<file path="config.mk">
export PLATFORM = sky130hd
export DESIGN_NAME = lsu
export DESIGN_NICKNAME = d
export VERILOG_FILES = /design/src/rtl/core_pkg.sv /design/src/rtl/lsu_align.sv /design/src/rtl/lsu.sv
export SDC_FILE = /design/constraint.sdc
export NUM_CORES = 1
export LEC_CHECK = 0
export ABC_AREA = 0
export CORE_MARGIN = 1.5
export CORE_UTILIZATION = 43
export CTS_CLUSTER_DIAMETER = 150
export DETAILED_ROUTE_END_ITERATION = 8
export PLACE_DENSITY_LB_ADDON = 0.08
export SYNTH_ARGS = -nofsm -noshare
export SYNTH_HDL_FRONTEND = slang
export SYNTH_SLANG_ARGS = --single-unit
</file>
<file path="constraint.sdc">
create_clock -name clk -period 1.8 [get_ports clk]
set_input_delay 0.27 -clock clk [delete_from_list [all_inputs] [get_ports clk]]
set_output_delay 0.27 -clock clk [all_outputs]
set_load 0.02 [all_outputs]
</file>
<file path="src/rtl/core_pkg.sv">
// Shared core definitions used by the load/store unit: FSM state
// encoding, access-size codes and the alignment check.
package core_pkg;

  typedef enum logic [1:0] {
    IDLE = 2'd0,
    REQ  = 2'd1,
    RESP = 2'd2
  } lsu_state_t;

  localparam logic [1:0] SZ_BYTE = 2'd0;
  localparam logic [1:0] SZ_HALF = 2'd1;
  localparam logic [1:0] SZ_WORD = 2'd2;

  // Halfwords need bit 0 clear; words (and the illegal size 3, which
  // behaves as a word) need both low bits clear.
  function automatic logic is_misaligned(input logic [1:0] size,
                                         input logic [1:0] addr_lo);
    case (size)
      SZ_BYTE: is_misaligned = 1'b0;
      SZ_HALF: is_misaligned = addr_lo[0];
      default: is_misaligned = (addr_lo != 2'b00);
    endcase
  endfunction

endpackage

</file>
<file path="src/rtl/lsu_align.sv">
// Combinational lane logic for the LSU: store byte-enable and data
// replication, and load lane extraction with sign/zero extension.
module lsu_align
  import core_pkg::*;
(
  input  logic [1:0]  st_size,
  input  logic [1:0]  st_addr_lo,
  input  logic [31:0] st_data,
  output logic [3:0]  be,
  output logic [31:0] wdata,
  input  logic [1:0]  ld_size,
  input  logic [1:0]  ld_addr_lo,
  input  logic        ld_unsigned,
  input  logic [31:0] rdata,
  output logic [31:0] ld_data
);

  // Per-lane store data and byte enable: bytes are copied to every lane,
  // halves to both half-lanes, words pass straight through.
  for (genvar gi = 0; gi < 4; gi++) begin : g_lane
    assign wdata[8*gi +: 8] = (st_size == SZ_BYTE) ? st_data[7:0] :
                              (st_size == SZ_HALF) ? st_data[8*(gi%2) +: 8] :
                                                     st_data[8*gi +: 8];
    assign be[gi] = (st_size == SZ_BYTE) ? (st_addr_lo == 2'(gi)) :
                    (st_size == SZ_HALF) ? (st_addr_lo[1] == 1'(gi/2)) :
                                           1'b1;
  end

  logic [7:0]  byte_lane;
  logic [15:0] half_lane;

  // Pick the addressed lane out of the read word and extend it.
  always_comb begin
    byte_lane = rdata[{ld_addr_lo, 3'b000} +: 8];
    half_lane = rdata[{ld_addr_lo[1], 4'b0000} +: 16];
    case (ld_size)
      SZ_BYTE: ld_data = {{24{byte_lane[7] & ~ld_unsigned}}, byte_lane};
      SZ_HALF: ld_data = {{16{half_lane[15] & ~ld_unsigned}}, half_lane};
      default: ld_data = rdata;
    endcase
  end

endmodule

</file>
<file path="src/rtl/lsu.sv">
// MEM-stage load/store unit. Passes ALU results through as write-back
// records, runs one req/gnt/rvalid bus transaction per aligned memory
// instruction, and stalls EX while that transaction is in flight.
module lsu
  import core_pkg::*;
#(
  parameter int AW = 32,
  parameter int DW = 32
) (
  input  logic          clk,
  input  logic          rst,
  input  logic          i_valid,
  output logic          o_ready,
  input  logic          i_load,
  input  logic          i_store,
  input  logic [1:0]    i_size,
  input  logic          i_unsigned,
  input  logic [AW-1:0] i_addr,
  input  logic [DW-1:0] i_store_data,
  input  logic [4:0]    i_rd,
  input  logic          i_alu_write_en,
  input  logic [DW-1:0] i_alu_write_data,
  output logic          o_bus_req,
  output logic          o_bus_we,
  output logic [AW-1:0] o_bus_addr,
  output logic [DW-1:0] o_bus_wdata,
  output logic [3:0]    o_bus_be,
  input  logic          i_bus_gnt,
  input  logic          i_bus_rvalid,
  input  logic [DW-1:0] i_bus_rdata,
  output logic          o_wb_valid,
  output logic          o_wb_en,
  output logic [4:0]    o_wb_rd,
  output logic [DW-1:0] o_wb_data,
  output logic          o_misalign
);

  lsu_state_t state_reg, state_next;

  logic          bus_req_reg, bus_req_next;
  logic          bus_we_reg, bus_we_next;
  logic [AW-1:0] bus_addr_reg, bus_addr_next;
  logic [DW-1:0] bus_wdata_reg, bus_wdata_next;
  logic [3:0]    bus_be_reg, bus_be_next;

  logic          wb_valid_reg, wb_valid_next;
  logic          wb_en_reg, wb_en_next;
  logic [4:0]    wb_rd_reg, wb_rd_next;
  logic [DW-1:0] wb_data_reg, wb_data_next;
  logic          misalign_reg, misalign_next;

  // Context of the outstanding memory access, needed when rvalid arrives.
  logic [4:0]    rd_reg, rd_next;
  logic [1:0]    size_reg, size_next;
  logic          uns_reg, uns_next;
  logic [1:0]    addr_lo_reg, addr_lo_next;
  logic          is_load_reg, is_load_next;

  logic [3:0]    st_be;
  logic [DW-1:0] st_wdata;
  logic [DW-1:0] ld_data;

  lsu_align u_align (
    .st_size    (i_size),
    .st_addr_lo (i_addr[1:0]),
    .st_data    (i_store_data),
    .be         (st_be),
    .wdata      (st_wdata),
    .ld_size    (size_reg),
    .ld_addr_lo (addr_lo_reg),
    .ld_unsigned(uns_reg),
    .rdata      (i_bus_rdata),
    .ld_data    (ld_data)
  );

  // Next-state and registered-output logic; the write-back record is a
  // single-cycle pulse so its valid/enable/misalign default low.
  always_comb begin
    state_next     = state_reg;
    bus_req_next   = bus_req_reg;
    bus_we_next    = bus_we_reg;
    bus_addr_next  = bus_addr_reg;
    bus_wdata_next = bus_wdata_reg;
    bus_be_next    = bus_be_reg;
    wb_valid_next  = 1'b0;
    wb_en_next     = 1'b0;
    wb_rd_next     = wb_rd_reg;
    wb_data_next   = wb_data_reg;
    misalign_next  = 1'b0;
    rd_next        = rd_reg;
    size_next      = size_reg;
    uns_next       = uns_reg;
    addr_lo_next   = addr_lo_reg;
    is_load_next   = is_load_reg;

    case (state_reg)
      IDLE: begin
        if (i_valid) begin
          if (i_load || i_store) begin
            if (is_misaligned(i_size, i_addr[1:0])) begin
              wb_valid_next = 1'b1;
              misalign_next = 1'b1;
              wb_rd_next    = i_rd;
              wb_data_next  = '0;
            end else begin
              bus_req_next   = 1'b1;
              bus_we_next    = ~i_load;
              bus_addr_next  = {i_addr[AW-1:2], 2'b00};
              bus_wdata_next = st_wdata;
              bus_be_next    = st_be;
              rd_next        = i_rd;
              size_next      = i_size;
              uns_next       = i_unsigned;
              addr_lo_next   = i_addr[1:0];
              is_load_next   = i_load;
              state_next     = REQ;
            end
          end else begin
            wb_valid_next = 1'b1;
            wb_en_next    = i_alu_write_en & (i_rd != 5'd0);
            wb_rd_next    = i_rd;
            wb_data_next  = i_alu_write_data;
          end
        end
      end
      REQ: begin
        if (i_bus_gnt) begin
          bus_req_next = 1'b0;
          state_next   = RESP;
        end
      end
      RESP: begin
        if (i_bus_rvalid) begin
          wb_valid_next = 1'b1;
          wb_en_next    = is_load_reg & (rd_reg != 5'd0);
          wb_rd_next    = rd_reg;
          wb_data_next  = is_load_reg ? ld_data : '0;
          state_next    = IDLE;
        end
      end
      default: state_next = IDLE;
    endcase
  end

  // State and output registers with synchronous reset.
  always_ff @(posedge clk) begin
    if (rst) begin
      state_reg     <= IDLE;
      bus_req_reg   <= 1'b0;
      bus_we_reg    <= 1'b0;
      bus_addr_reg  <= '0;
      bus_wdata_reg <= '0;
      bus_be_reg    <= '0;
      wb_valid_reg  <= 1'b0;
      wb_en_reg     <= 1'b0;
      wb_rd_reg     <= '0;
      wb_data_reg   <= '0;
      misalign_reg  <= 1'b0;
      rd_reg        <= '0;
      size_reg      <= SZ_BYTE;
      uns_reg       <= 1'b0;
      addr_lo_reg   <= '0;
      is_load_reg   <= 1'b0;
    end else begin
      state_reg     <= state_next;
      bus_req_reg   <= bus_req_next;
      bus_we_reg    <= bus_we_next;
      bus_addr_reg  <= bus_addr_next;
      bus_wdata_reg <= bus_wdata_next;
      bus_be_reg    <= bus_be_next;
      wb_valid_reg  <= wb_valid_next;
      wb_en_reg     <= wb_en_next;
      wb_rd_reg     <= wb_rd_next;
      wb_data_reg   <= wb_data_next;
      misalign_reg  <= misalign_next;
      rd_reg        <= rd_next;
      size_reg      <= size_next;
      uns_reg       <= uns_next;
      addr_lo_reg   <= addr_lo_next;
      is_load_reg   <= is_load_next;
    end
  end

  assign o_ready     = (state_reg == IDLE);
  assign o_bus_req   = bus_req_reg;
  assign o_bus_we    = bus_we_reg;
  assign o_bus_addr  = bus_addr_reg;
  assign o_bus_wdata = bus_wdata_reg;
  assign o_bus_be    = bus_be_reg;
  assign o_wb_valid  = wb_valid_reg;
  assign o_wb_en     = wb_en_reg;
  assign o_wb_rd     = wb_rd_reg;
  assign o_wb_data   = wb_data_reg;
  assign o_misalign  = misalign_reg;

endmodule

</file>
# Yosys cells after proc, flatten, opt, wreduce, memory -nomap -nowiden
# Cells that the tools add are included.
dict set report totals {
  regBits 121
  ramBits 0
  output_inout_bits 111
  mem_count 0
  mem_bits_ro 0
  inputBits 144
  latchBits 0
  word_cells 104
}
dict set report op_classes {
  n_lt_le_gt_ge 0
  mul 0
  shift 2
  bitwise_logic 11
  eq_ne 13
  n_mux 47
  div_mod_pow 0
  addsub 0
  reduce_logical 15
}
# op count
set ops {}
lappend ops {{$mux 32} 5}
lappend ops {{$pmux 32 s2} 2}
lappend ops {{$mux 8} 5}
lappend ops {{$shiftx 32x6->16} 1}
lappend ops {{$shiftx 32x6->8} 1}
lappend ops {{$mux 1} 20}
lappend ops {{$mux 5} 4}
lappend ops {{$mux 2} 5}
lappend ops {{$pmux 5 s2} 1}
lappend ops {{$reduce_and 5->1} 2}
lappend ops {{$reduce_bool 5->1} 2}
lappend ops {{$eq 2x1->1 const B} 4}
lappend ops {{$logic_not 2->1} 4}
lappend ops {{$ne 2x2->1 const B} 4}
lappend ops {{$pmux 1 s2} 4}
lappend ops {{$reduce_and 4->1} 2}
lappend ops {{$not 1->1} 7}
lappend ops {{$eq 2x2->1 const B} 3}
lappend ops {{$pmux 2 s3} 1}
lappend ops {{$reduce_bool 2->1} 3}
lappend ops {{$and 1x1->1} 4}
lappend ops {{$reduce_or 4->1} 1}
lappend ops {{$ne 3x2->1 const B} 1}
lappend ops {{$ne 2x1->1 const B} 1}
lappend ops {{$logic_or 1x1->1} 1}

# Longest topological paths before layout
# Gate-level depths: netlist (run 1).
dict set report logic_depth {
  word_depth 9
  depth_mapped 8
  mapped_depth_nobuf 4
}

# By module
# Synthesis (run 1) repeated with hierarchy kept, for this count alone.
dict set report hier_totals {
  cells_unflattened 720
  hier_area_um2 5893.2
}
# module area_each_um2 n_inst cells_each seq_area_each_um2
set by_module_without_submodules {}
lappend by_module_without_submodules {lsu 4718.3 1 566 2422.3}
lappend by_module_without_submodules {lsu_align 1174.9 1 154 0.0}

# Worst setup path before layout (run 1)
# OpenSTA, ideal clock, no wires.
dict set report synth_timing {
  path_kind {register to register}
  from {register addr_lo_reg[1]}
  to {register wb_data_reg[21], in the netlist o_wb_data[21]}
  t_arrival_ns 1.487
  path_buffers 3
  stages_incl_launch_ff 8
  setup_time_ns 0.136
  required_time_ns 1.664
  path_slack_ns 0.177
  period_less_slack_ns 1.623
  path_cell_list {dfxtp_1 -> buf_6 -> mux2_4 -> a32o_1 -> buf_6 -> buf_6 -> o211ai_2 -> a31oi_1}
}
dict set report synth_between {
  elab_chain_cells 6
  elab_cells_between_ends 8
  cone_classes {2 x shift; 4 x mux; 2 x bitwise}
}
# item line
set synth_rtl {}
lappend synth_rtl {{from (decl)} lsu.sv:56} ;# logic [1:0] addr_lo_reg, addr_lo_next;
lappend synth_rtl {{from (signal assigned)} lsu.sv:179} ;# addr_lo_reg <= addr_lo_next;
lappend synth_rtl {{$shiftx 32x6->16 / $shiftx 32x6->8 (equally long branches)} {lsu_align.sv:35, lsu_align.sv:34}}
lappend synth_rtl {{$and 1x1->1 (on tied branches)} {lsu_align.sv:38, lsu_align.sv:37}}
lappend synth_rtl {{$pmux 32 s2 *} lsu_align.sv:36} ;# case (ld_size)
lappend synth_rtl {{$mux 32 *} lsu.sv:137} ;# wb_data_next = is_load_reg ? ld_data : '0;
lappend synth_rtl {{$mux 32 *} lsu.sv:133} ;# if (i_bus_rvalid) begin
lappend synth_rtl {{$pmux 32 s2 *} lsu.sv:96} ;# case (state_reg)
lappend synth_rtl {{to (signal assigned)} lsu.sv:174} ;# wb_data_reg <= wb_data_next;
lappend synth_rtl {{to (decl)} lsu.sv:49} ;# logic [DW-1:0] wb_data_reg, wb_data_next;
# Mark *: on every way between the ends. The rest lies on a longest branch, timed or not. The select of a mux whose other input is x is not followed.
# A chain may end at the register's enable or synchronous reset.

# Worst setup path in the final report (run 1)
dict set report layout_timing {
  from {register addr_lo_reg[1]}
  to {register wb_data_reg[3], in the netlist o_wb_data[3]}
}
dict set report layout_between {
  elab_chain_cells 5
  elab_cells_between_ends 6
  cone_classes {2 x shift; 4 x mux}
}
# item line
set layout_rtl {}
lappend layout_rtl {{$shiftx 32x6->16 / $shiftx 32x6->8 (equally long branches)} {lsu_align.sv:35, lsu_align.sv:34}}
lappend layout_rtl {{$pmux 32 s2 *} lsu_align.sv:36}
lappend layout_rtl {{$mux 32 *} lsu.sv:137}
lappend layout_rtl {{$mux 32 *} lsu.sv:133}
lappend layout_rtl {{$pmux 32 s2 *} lsu.sv:96}
# Marked as above.

==> results of run 1 <==
## power groups by stage
stage,registers [W],clock network (W),logic [W]
floorplan,0.00320,0,0.000654
global placement,0.00302,0,0.00170
detailed placement,0.00303,0,0.00172
CTS,0.00298,0.00357,0.00174
global route,0.00299,0.00369,0.00186
finish,0.00297,0.00353,0.00174
## per-stage QoR
| step | utilization (%) | worst slack [ns] |
|---|---|---|
| floorplan | - | 0.177 |
| global placement | 66.0 | -0.218 |
| detailed placement | 66.0 | -0.292 |
| CTS | 70.7 | 0.0379 |
| global route | 70.8 | 0.0110 |
| finish | 70.8 | 0.0770 |
## critical path, delay by kind of cell (launching register included)
| kind | cells | cell delay [ns] |
|---|---|---|
| AO/OA/AOI/OAI | 3 | 0.65 |
| buffers and inverters | 1 | 0.18 |
| flip-flops | 1 | 0.39 |
| multiplexers | 1 | 0.38 |
## what timing repair did
action	CTS	global route
pin swaps	0	0
setup endpoints to repair	21	23
gates resized for setup	3	6
## final cells by class
| class | count | share of cell area [%] |
|---|---|---|
| Clock inverter | 10 | 1.51 |
| Inverter | 10 | 0.399 |
| Timing Repair Buffer | 305 | 32.2 |
| Sequential cell | 121 | 25.8 |
| Tap cell | 176 | 2.34 |
| Multi-Input combinational cell | 521 | 32.7 |
| Clock buffer | 22 | 5.04 |
## metal layers
layer / vias to the layer above / share of wire [%] / global-route usage [%]
met4: 0 / 3.6 / 13.0
met5: - / 0 / 0
li1: 3033 / - / -
met1: 2895 / 39 / 29.0
met2: 267 / 48 / 43.4
met3: 54 / 8.9 / 9.32
## placed cells by master (no fill, tap or decap), types with 17 or more instances in the layout
| cell | instances |
|---|---|
| nand2_1 | 175 |
| nor2_1 | 53 |
| nand2b_1 | 20 |
| dfxtp_1 | 118 |
| buf_4 | 45 |
| a311oi_1 | 23 |
| clkbuf_16 | 17 |
| clkdlybuf4s50_1 | 250 |
| a21oi_1 | 63 |
| o21ai_0 | 23 |
| mux2i_1 | 28 |
## synthesized netlist by cell type (6+ instances only)
cell	n	area share (%)
a31oi_1	16	1.7
buf_4	13	1.7
a211oi_1	15	1.9
nor3_1	11	0.94
clkbuf_1	30	1.9
nor2_1	53	3.4
dfxtp_1	121	41
o21bai_1	16	2.0
a221o_1	6	1.0
a21oi_1	63	5.4
inv_1	10	0.64
mux2i_1	28	4.8
buf_2	20	1.7
a311oi_1	23	3.4
o211ai_2	10	2.1
o21ai_0	24	2.0
buf_6	6	1.1
o211ai_1	7	0.89
mux2_2	8	1.5
a32o_1	8	1.4
nand2b_1	20	2.1
nand2_1	175	11
## cell families (layout without fill, tap and decap cells)
kind of cell / count (synthesis) / after routing
buffers and inverters: 79 / 347
AND/OR/NAND/NOR: 281 / 281
multiplexers: 37 / 37
other: 1 / 2
flip-flops: 121 / 121
AO/OA/AOI/OAI: 201 / 201
## final timing paths
path / to / cells past startpoint / slack, ns
setup / recovery: o_wb_data[3]$_SDFFE_PP0P_ / 5 / 0.08
hold / removal: rd_reg[0]$_SDFFE_PP0P_ / 2 / 0.30
hold reg to reg: o_bus_addr[11]$_SDFFE_PP0P_ / 2 / 0.45
setup reg to reg: o_wb_data[3]$_SDFFE_PP0P_ / 5 / 0.08
==> results_dict.tcl, run 1 <==
set metrics [dict create \
    dr.pass1.iters 4 \
    cts-buffers-inserted 17 \
    cts_sinks 121 \
    p_clk_share_pct 42.8 \
    combPwrFrac_pct 21.1 \
    total_power_w 0.00824 \
    period_needed_ns 1.72 \
    die_area_mm2 0.0144 \
    seqPwrFrac_pct 36.1 \
    r2r-start "addr_lo_reg[1]$_SDFFE_PP0P_" \
    first_global_vias 5992 \
    clk_pin_slew_ns 0.06 \
    crit_start "addr_lo_reg[1]$_SDFFE_PP0P_" \
    clockBufferDepth 2 \
    whs_ns 0.297 \
    antennaDiodeCount 0 \
    synth_compound_area_share_pct 24.4 \
    grt_start_max_net_pins 60 \
    drive_above_1_share_pct 12.0 \
    cts_max_level 4 \
    vdd_ir_drop_max_v 0.000597 \
    worstHoldStart "rst" \
    power_switching_w 0.00220 \
    slew_viol_final 0 \
    worstSetupStartpointType "flip-flop" \
    overflow 0 \
    synthSimpleGateAreaFrac_pct 20.7 \
    rsz0062_at_grt "false" \
    synthAdderAreaFrac_pct 0 \
    cpPeakStageDelay_ns 0.39 \
    placed_area_mm2 0.00877 \
    clk_latency_ns 0.42 \
    dpl.cell_count 1133 \
    synthArstFlopShare_pct 0 \
    crit_slowest_cell "dfxtp_4" \
    cp.arrival_ns 2.02 \
    grt_util_all_layers_pct 25.9 \
    p_int_w 0.00604 \
    crit_path_max_fanout 8 \
    holdBufCountCts 0 \
    drv_cap 0 \
    post-route-period-util_pct 95.7 \
    finalNonFillerCells 1165 \
    avgSynthCellArea_um2 8.16 \
    fin_setup_tns_ns 0 \
    route.detailed.drc 0 \
    critPathCaptureType "flip-flop" \
    muxShareOfSynthArea_pct 6.56 \
    dr.first_iter.drc_count 357 \
    synth_cell_types 46 \
    critPathKind "reg2reg" \
    max_freq_mhz 580 \
    post_cts_buffers 0 \
    cts_tree "done" \
    ys.flop_type "dfxtp_1" \
    core-area_mm2 0.0133 \
    final_area_mm2 0.00942 \
    place_congestion 0.814 \
    multi_input_area_mm2 0.00308 \
    hpwl_mm 14.1 \
    yosysSeqAreaShare_pct 41.2 \
    ant_nets 0 \
    antenna_found_initial 0 \
    totalWireLength_mm 19.0 \
    ys.warnings.count 0 \
    final-setup-viol-count 0 \
    vias 6249 \
    netlist_area_mm2 0.00588 \
    switching_share_pct 26.7 \
    required_ns 2.09 \
    hold_violations 0 \
    vias_per_cell 5.36 \
    synth-xor-area-share_pct 0 \
    cts_root_buf "clkbuf_16" \
    cp_cell_sequence "buf_4, mux2_2, a32o_1, o21ai_0, a311oi_1" \
    wl_per_cell_um 16.3 \
    fillers 1052 \
    synthCells 720 \
    rows 42 \
    hp-class "in2reg" \
    nets 1120 \
    die_w_um 120 \
    p_leak_nw 3.42 \
    initial_core_util_pct 44.2 \
    area_growth_pct 60.2 \
    synth_top_family_by_area "compound AO/OA/AOI/OAI gates" \
    die_h_um 120 \
    portBuffers 252 \
    ys_ff_latch 121 \
    io_pins 255 \
    synth_edf_count 0 \
    grt_pass1_wl_mm 29.4 \
    fin_worst_skew_ns 0.00681 \
    pwr_density_cell_mw_per_mm2 876 \
    final-seq-area_mm2 0.00243 \
    outcome "finished clean" \
]
Note: power is estimated with default switching activity, not from simulation.
==> run 2, diff against run 1 <==
--- a/config.mk
+++ b/config.mk
@@ -7,10 +7,12 @@
 export LEC_CHECK = 0
 export ABC_AREA = 0
 export CORE_MARGIN = 1.5
-export CORE_UTILIZATION = 43
+export CORE_UTILIZATION = 55
 export CTS_CLUSTER_DIAMETER = 150
 export DETAILED_ROUTE_END_ITERATION = 8
+export DONT_BUFFER_PORTS = 1
 export PLACE_DENSITY_LB_ADDON = 0.08
+export SKIP_LAST_GASP = 1
 export SYNTH_ARGS = -nofsm -noshare
 export SYNTH_HDL_FRONTEND = slang
 export SYNTH_SLANG_ARGS = --single-unit
==> run 2 against run 1 <==
Maximum frequency shrank 0.16%; register-to-register slack hardly changed; the flow now finishes with violations (hold timing); non-clock buffer count decreased by 256; setup slack got worse by 0.0027 ns; wire length is 15% lower; critical path type unchanged.
==> results_dict.tcl, run 2 (synthesis results as in run 1) <==
set metrics [dict create \
    cts_sinks 121 \
    die_h_um 106 \
    clk_latency_ns 0.52 \
    post_cts_buffers 0 \
    critPathCaptureType "flip-flop" \
    first_global_vias 4918 \
    slew_viol_final 0 \
    dr.pass1.iters 6 \
    grt_start_max_net_pins 122 \
    crit_path_max_fanout 12 \
    r2r_cells 5 \
    grt_pass1_wl_mm 24.9 \
    multi_input_area_mm2 0.00307 \
    reg2reg_setup_slack_ns 0.07 \
    final-setup-viol-count 0 \
    layout_common_cells "175 x nand2_1, 119 x dfxtp_1, 63 x a21oi_1, 53 x nor2_1, 28 x mux2i_1" \
    antenna_found_initial 0 \
    outcome "finished with violations" \
    rows 37 \
    ant_nets 0 \
    grt_util_all_layers_pct 27.9 \
    p_leak_nw 2.44 \
    preCtsSetupSlack_ns 0.0685 \
    fin_setup_tns_ns 0 \
    r2r-start "addr_lo_reg[1]$_SDFFE_PP0P_" \
    io_pins 255 \
    portBuffers 0 \
    vias 5251 \
    worstSetupStartpointType "flip-flop" \
    vias_per_cell 6.04 \
    die_area_mm2 0.0113 \
    clockBufferDepth 2 \
    rsz0062_at_grt "true" \
    final-seq-area_mm2 0.00242 \
    antennaDiodeCount 0 \
    cts_max_level 4 \
    dpl.cell_count 815 \
    place_congestion 0.889 \
    critPathKind "reg2reg" \
    nets 864 \
    cp.arrival_ns 2.12 \
    cts-buffers-inserted 17 \
    worst_pin_slew_ns 0.563 \
    drive_above_1_share_pct 12.7 \
    vdd_ir_drop_max_v 0.000759 \
    finalNonFillerCells 869 \
    hold_violations 112 \
    totalWireLength_mm 16.2 \
    layout_commonest_cell "nand2_1" \
    fillers 875 \
    hpwl_mm 11.4 \
    crit_slowest_cell "dfxtp_1" \
    whs_ns -0.152 \
    clk_pin_slew_ns 0.07 \
    route.detailed.drc 0 \
    area_growth_pct 16.1 \
    cp_cell_sequence "buf_4, mux2_2, a32o_1, o21ai_0, a311oi_1" \
    drv_cap 0 \
    die_w_um 106 \
    initial_core_util_pct 56.7 \
    dr.first_iter.drc_count 305 \
    r2r-end "o_wb_data[1]$_SDFFE_PP0P_" \
    cts_root_buf "clkbuf_8" \
    fin_ws_ns 0.0743 \
    core-area_mm2 0.0104 \
    cts_tree "done" \
    max_freq_mhz 579 \
    wl_per_cell_um 18.6 \
    overflow 0 \
    cpPeakStageDelay_ns 0.39 \
    total_power_w 0.00757 \
    pwr_density_cell_mw_per_mm2 1110 \
    period_needed_ns 1.73 \
    fin_worst_skew_ns 0.0111 \
    fin_util_pct 65.8 \
    required_ns 2.20 \
    relSlewSlack_pct 62.3 \
    crit_start "addr_lo_reg[1]$_SDFFE_PP0P_" \
    setup.worst_path.end "o_wb_data[1]$_SDFFE_PP0P_" \
    post-route-period-util_pct 95.9 \
    hp-class "in2reg" \
    violations "hold timing" \
]
run 2: area by class of cell:
| class | instances | area share [%] |
|---|---|---|
| clock buffer | 17 | 6.07 |
| tap | 136 | 2.49 |
| sequential | 121 | 35.5 |
| multi-input combinational | 521 | 45.1 |
| clock inverter | 15 | 3.12 |
| inverter | 10 | 0.550 |
| timing repair buffer | 49 | 7.17 |
run 2: how the worst min path moves through the flow:
stage | startpoint | to | slack (ns) | cells past startpoint
finish | rst | o_wb_data[5]$_SDFFE_PP0P_ | -0.15 | 1
global route | rst | o_wb_data[3]$_SDFFE_PP0P_ | -0.19 | 1
CTS | rst | o_wb_data[4]$_SDFFE_PP0P_ | -0.19 | 1
detailed placement | rst | o_wb_data[15]$_SDFFE_PP0P_ | 0.36 | 1
global placement | rst | o_wb_data[15]$_SDFFE_PP0P_ | 0.35 | 1
floorplan | i_load | o_bus_we$_SDFFE_PP0P_ | 0.37 | 1
run 2: stage by stage:
stage                     hold WS [ns]  instance area, um^2
after global placement           0.354                 5960
after floorplan                  0.366                 5880
after detailed placement         0.356                 5960
after global routing            -0.192                 6820
final                           -0.152                 6820
after CTS                       -0.192                 6790
run 2: worst max-delay path: cells and delay by family (launching register included):
kind / cells / cell delay [ns]
buffers and inverters: 1 / 0.22
AO/OA/AOI/OAI: 3 / 0.62
flip-flops: 1 / 0.39
multiplexers: 1 / 0.36
run 2: per-layer routing:
layer	up-vias	share of wire, %	track usage, %
met4	0	2.9	12.8
met3	42	11	11.0
met2	264	49	46.9
li1	2520	-	-
met5	-	0	0
met1	2425	37	31.0
run 2: power by group:
group	leakage [nW]	total, W	internal, W	switching [W]
Combinational	1.15	0.000755	0.000345	0.000410
Clock	0.308	0.00362	0.00228	0.00133
Sequential	0.991	0.00320	0.00286	0.000337
Total	2.44	0.00757	0.00549	0.00208
run 2: repair_timing:
action,4_1_cts,5_1_grt
resized for setup,0,6
endpoints found under the hold margin,121,118
setup endpoints to repair,0,24
hold buffers,21,1
==> run 3, diff against run 2 <==
--- a/config.mk
+++ b/config.mk
@@ -6,8 +6,8 @@
 export NUM_CORES = 1
 export LEC_CHECK = 0
 export ABC_AREA = 0
-export CORE_MARGIN = 1.5
 export CORE_UTILIZATION = 55
+export CTS_BUF_LIST = sky130_fd_sc_hd__clkbuf_4 sky130_fd_sc_hd__clkbuf_8
 export CTS_CLUSTER_DIAMETER = 150
 export DETAILED_ROUTE_END_ITERATION = 8
 export DONT_BUFFER_PORTS = 1
==> run 3 against run 2 <==
Sequential share of layout area up 1.2 points; critical endpoint is now o_wb_data[14]$_SDFFE_PP0P_; utilization down 1.9 points; the flow still finishes with violations (hold timing); highest routed layer unchanged; first-iteration DRC count down 3.0%.
==> results_dict.tcl, run 3 (synthesis results as in run 1) <==
set metrics [dict create \
    dr.pass1.iters 5 \
    violations "hold timing" \
    post-route-period-util_pct 95.7 \
    worst_pin_slew_ns 0.632 \
    route.detailed.drc 0 \
    antenna_found_initial 0 \
    cts-buffers-inserted 17 \
    layout_common_cells "175 x nand2_1, 118 x dfxtp_1, 63 x a21oi_1, 52 x nor2_1, 28 x mux2i_1" \
    crit_start "addr_lo_reg[1]$_SDFFE_PP0P_" \
    cts_root_buf "clkbuf_8" \
    nets 861 \
    layout_commonest_cell "nand2_1" \
    max_freq_mhz 580 \
    clockBufferDepth 2 \
    cpPeakStageDelay_ns 0.48 \
    met2_length_mm 7.98 \
    crit_slowest_cell "a221oi_2" \
    die_area_mm2 0.0111 \
    core-area_mm2 0.0103 \
    r2r-start "addr_lo_reg[1]$_SDFFE_PP0P_" \
    totalWireLength_mm 16.2 \
    p_leak_nw 2.34 \
    cts_max_level 4 \
    cp_cell_sequence "mux2_2, a221oi_2, a221o_1, a311oi_2" \
    fin_worst_skew_ns 0.0113 \
    slew_viol_final 0 \
    area_growth_pct 12.3 \
    vias_per_cell 6.03 \
    hold_violations 101 \
    grt_util_all_layers_pct 29.0 \
    setup.worst_path.end "o_wb_data[14]$_SDFFE_PP0P_" \
    rsz0062_at_grt "false" \
    dr.first_iter.drc_count 296 \
    drive_above_1_share_pct 13.0 \
    overflow 0 \
    wl_per_cell_um 18.8 \
    die_w_um 105 \
    reg2reg_setup_slack_ns 0.08 \
    clk_pin_slew_ns 0.08 \
    rows 37 \
    pwr_density_cell_mw_per_mm2 1020 \
    whs_ns -0.0911 \
    grt_pass1_wl_mm 25.6 \
    critPathCaptureType "flip-flop" \
    drv_cap 0 \
    io_pins 255 \
    outcome "finished with violations" \
    initial_core_util_pct 56.9 \
    die_h_um 105 \
    antennaDiodeCount 0 \
    wl_met1_mm 6.14 \
    clk_latency_ns 0.43 \
    fin_setup_tns_ns 0 \
    first_global_vias 5091 \
    placed_area_mm2 0.00594 \
    grt_start_max_net_pins 122 \
    place_congestion 0.893 \
    hp-class "in2reg" \
    final_area_mm2 0.00660 \
    portBuffers 0 \
    cts_tree "done" \
    cts_sinks 121 \
    required_ns 2.10 \
    worstSetupStartpointType "flip-flop" \
    routed.top_layer "met4" \
    holdBufCountCts 19 \
    cp.arrival_ns 2.02 \
    period_needed_ns 1.72 \
    r2r-end "o_wb_data[14]$_SDFFE_PP0P_" \
    hpwl_mm 11.2 \
    ant_nets 0 \
    crit_path_max_fanout 6 \
    vias 5218 \
    relSlewSlack_pct 57.7 \
    vdd_ir_drop_max_v 0.000628 \
    critPathKind "reg2reg" \
    wl_met3_mm 1.80 \
    final-setup-viol-count 0 \
    r2r_cells 4 \
]
## run 3: cell types whose count changed in the layout (fill, tap and decap cells not counted), sizes merged
cell | previous run | this run
buf | 27 | 26
inv | 16 | 17
clkbuf | 17 | 18
clkinvlp | 0 | 2
dlygate4sd3 | 22 | 19
clkinv | 5 | 2
## run 3: final cells by class
| type | instances | area, um^2 |
|---|---|---|
| tap | 136 | 170 |
| clock inverter | 15 | 213 |
| sequential | 121 | 2430 |
| multi-input combinational | 521 | 3070 |
| fill | 902 | 3720 |
| inverter | 10 | 37.5 |
| timing repair buffer | 46 | 455 |
| clock buffer | 17 | 234 |
## run 3: report_power, final
part / internal (W) / switching [W] / total (W)
clock: 0.00154 / 0.00121 / 0.00275
sequential: 0.00286 / 0.000335 / 0.00319
combinational: 0.000340 / 0.000415 / 0.000756
total: 0.00474 / 0.00196 / 0.00670
## run 3: routing by layer
metal	vias to the layer above	GRT usage [%]
met5	-	0
li1	2517	-
met1	2420	31.0
met3	28	13.6
met4	0	11.1
met2	253	49.6
## run 3: what timing repair did
item / 4_1_cts / 5_1_grt
setup endpoints to repair: 0 / 38
setup buffers: 0 / 0
endpoints found under the hold margin: 120 / 117
resized for setup: 0 / 7
## run 3: critical path: cells and delay by family (launching register included)
family,cells,cell delay (ns)
mux,1,0.38
compound gates,3,0.81
flops,1,0.40
## run 3: worst min path at each step
stage,from,endpoint,slack [ns],depth (start not counted)
detailed placement,rst,o_wb_data[0]$_SDFFE_PP0P_,0.35,1
global placement,rst,o_wb_data[0]$_SDFFE_PP0P_,0.35,1
floorplan,i_load,o_bus_we$_SDFFE_PP0P_,0.37,1
CTS,rst,o_wb_data[2]$_SDFFE_PP0P_,-0.12,1
global route,rst,o_wb_data[4]$_SDFFE_PP0P_,-0.14,1
finish,rst,o_wb_data[2]$_SDFFE_PP0P_,-0.09,1
## run 3: stage by stage
| stage | total power [W] | cells | utilization [%] | worst slack (ns) |
|---|---|---|---|---|
| CTS | 0.00674 | 865 | 63.7 | 0.0174 |
| global placement | 0.00393 | 814 | 57.5 | 0.0584 |
| finish | 0.00670 | 866 | 63.9 | 0.0767 |
| detailed placement | 0.00396 | 814 | 57.5 | 0.0310 |
| floorplan | 0.00386 | 721 | - | 0.177 |
| global route | 0.00698 | 866 | 63.9 | 0.00426 |
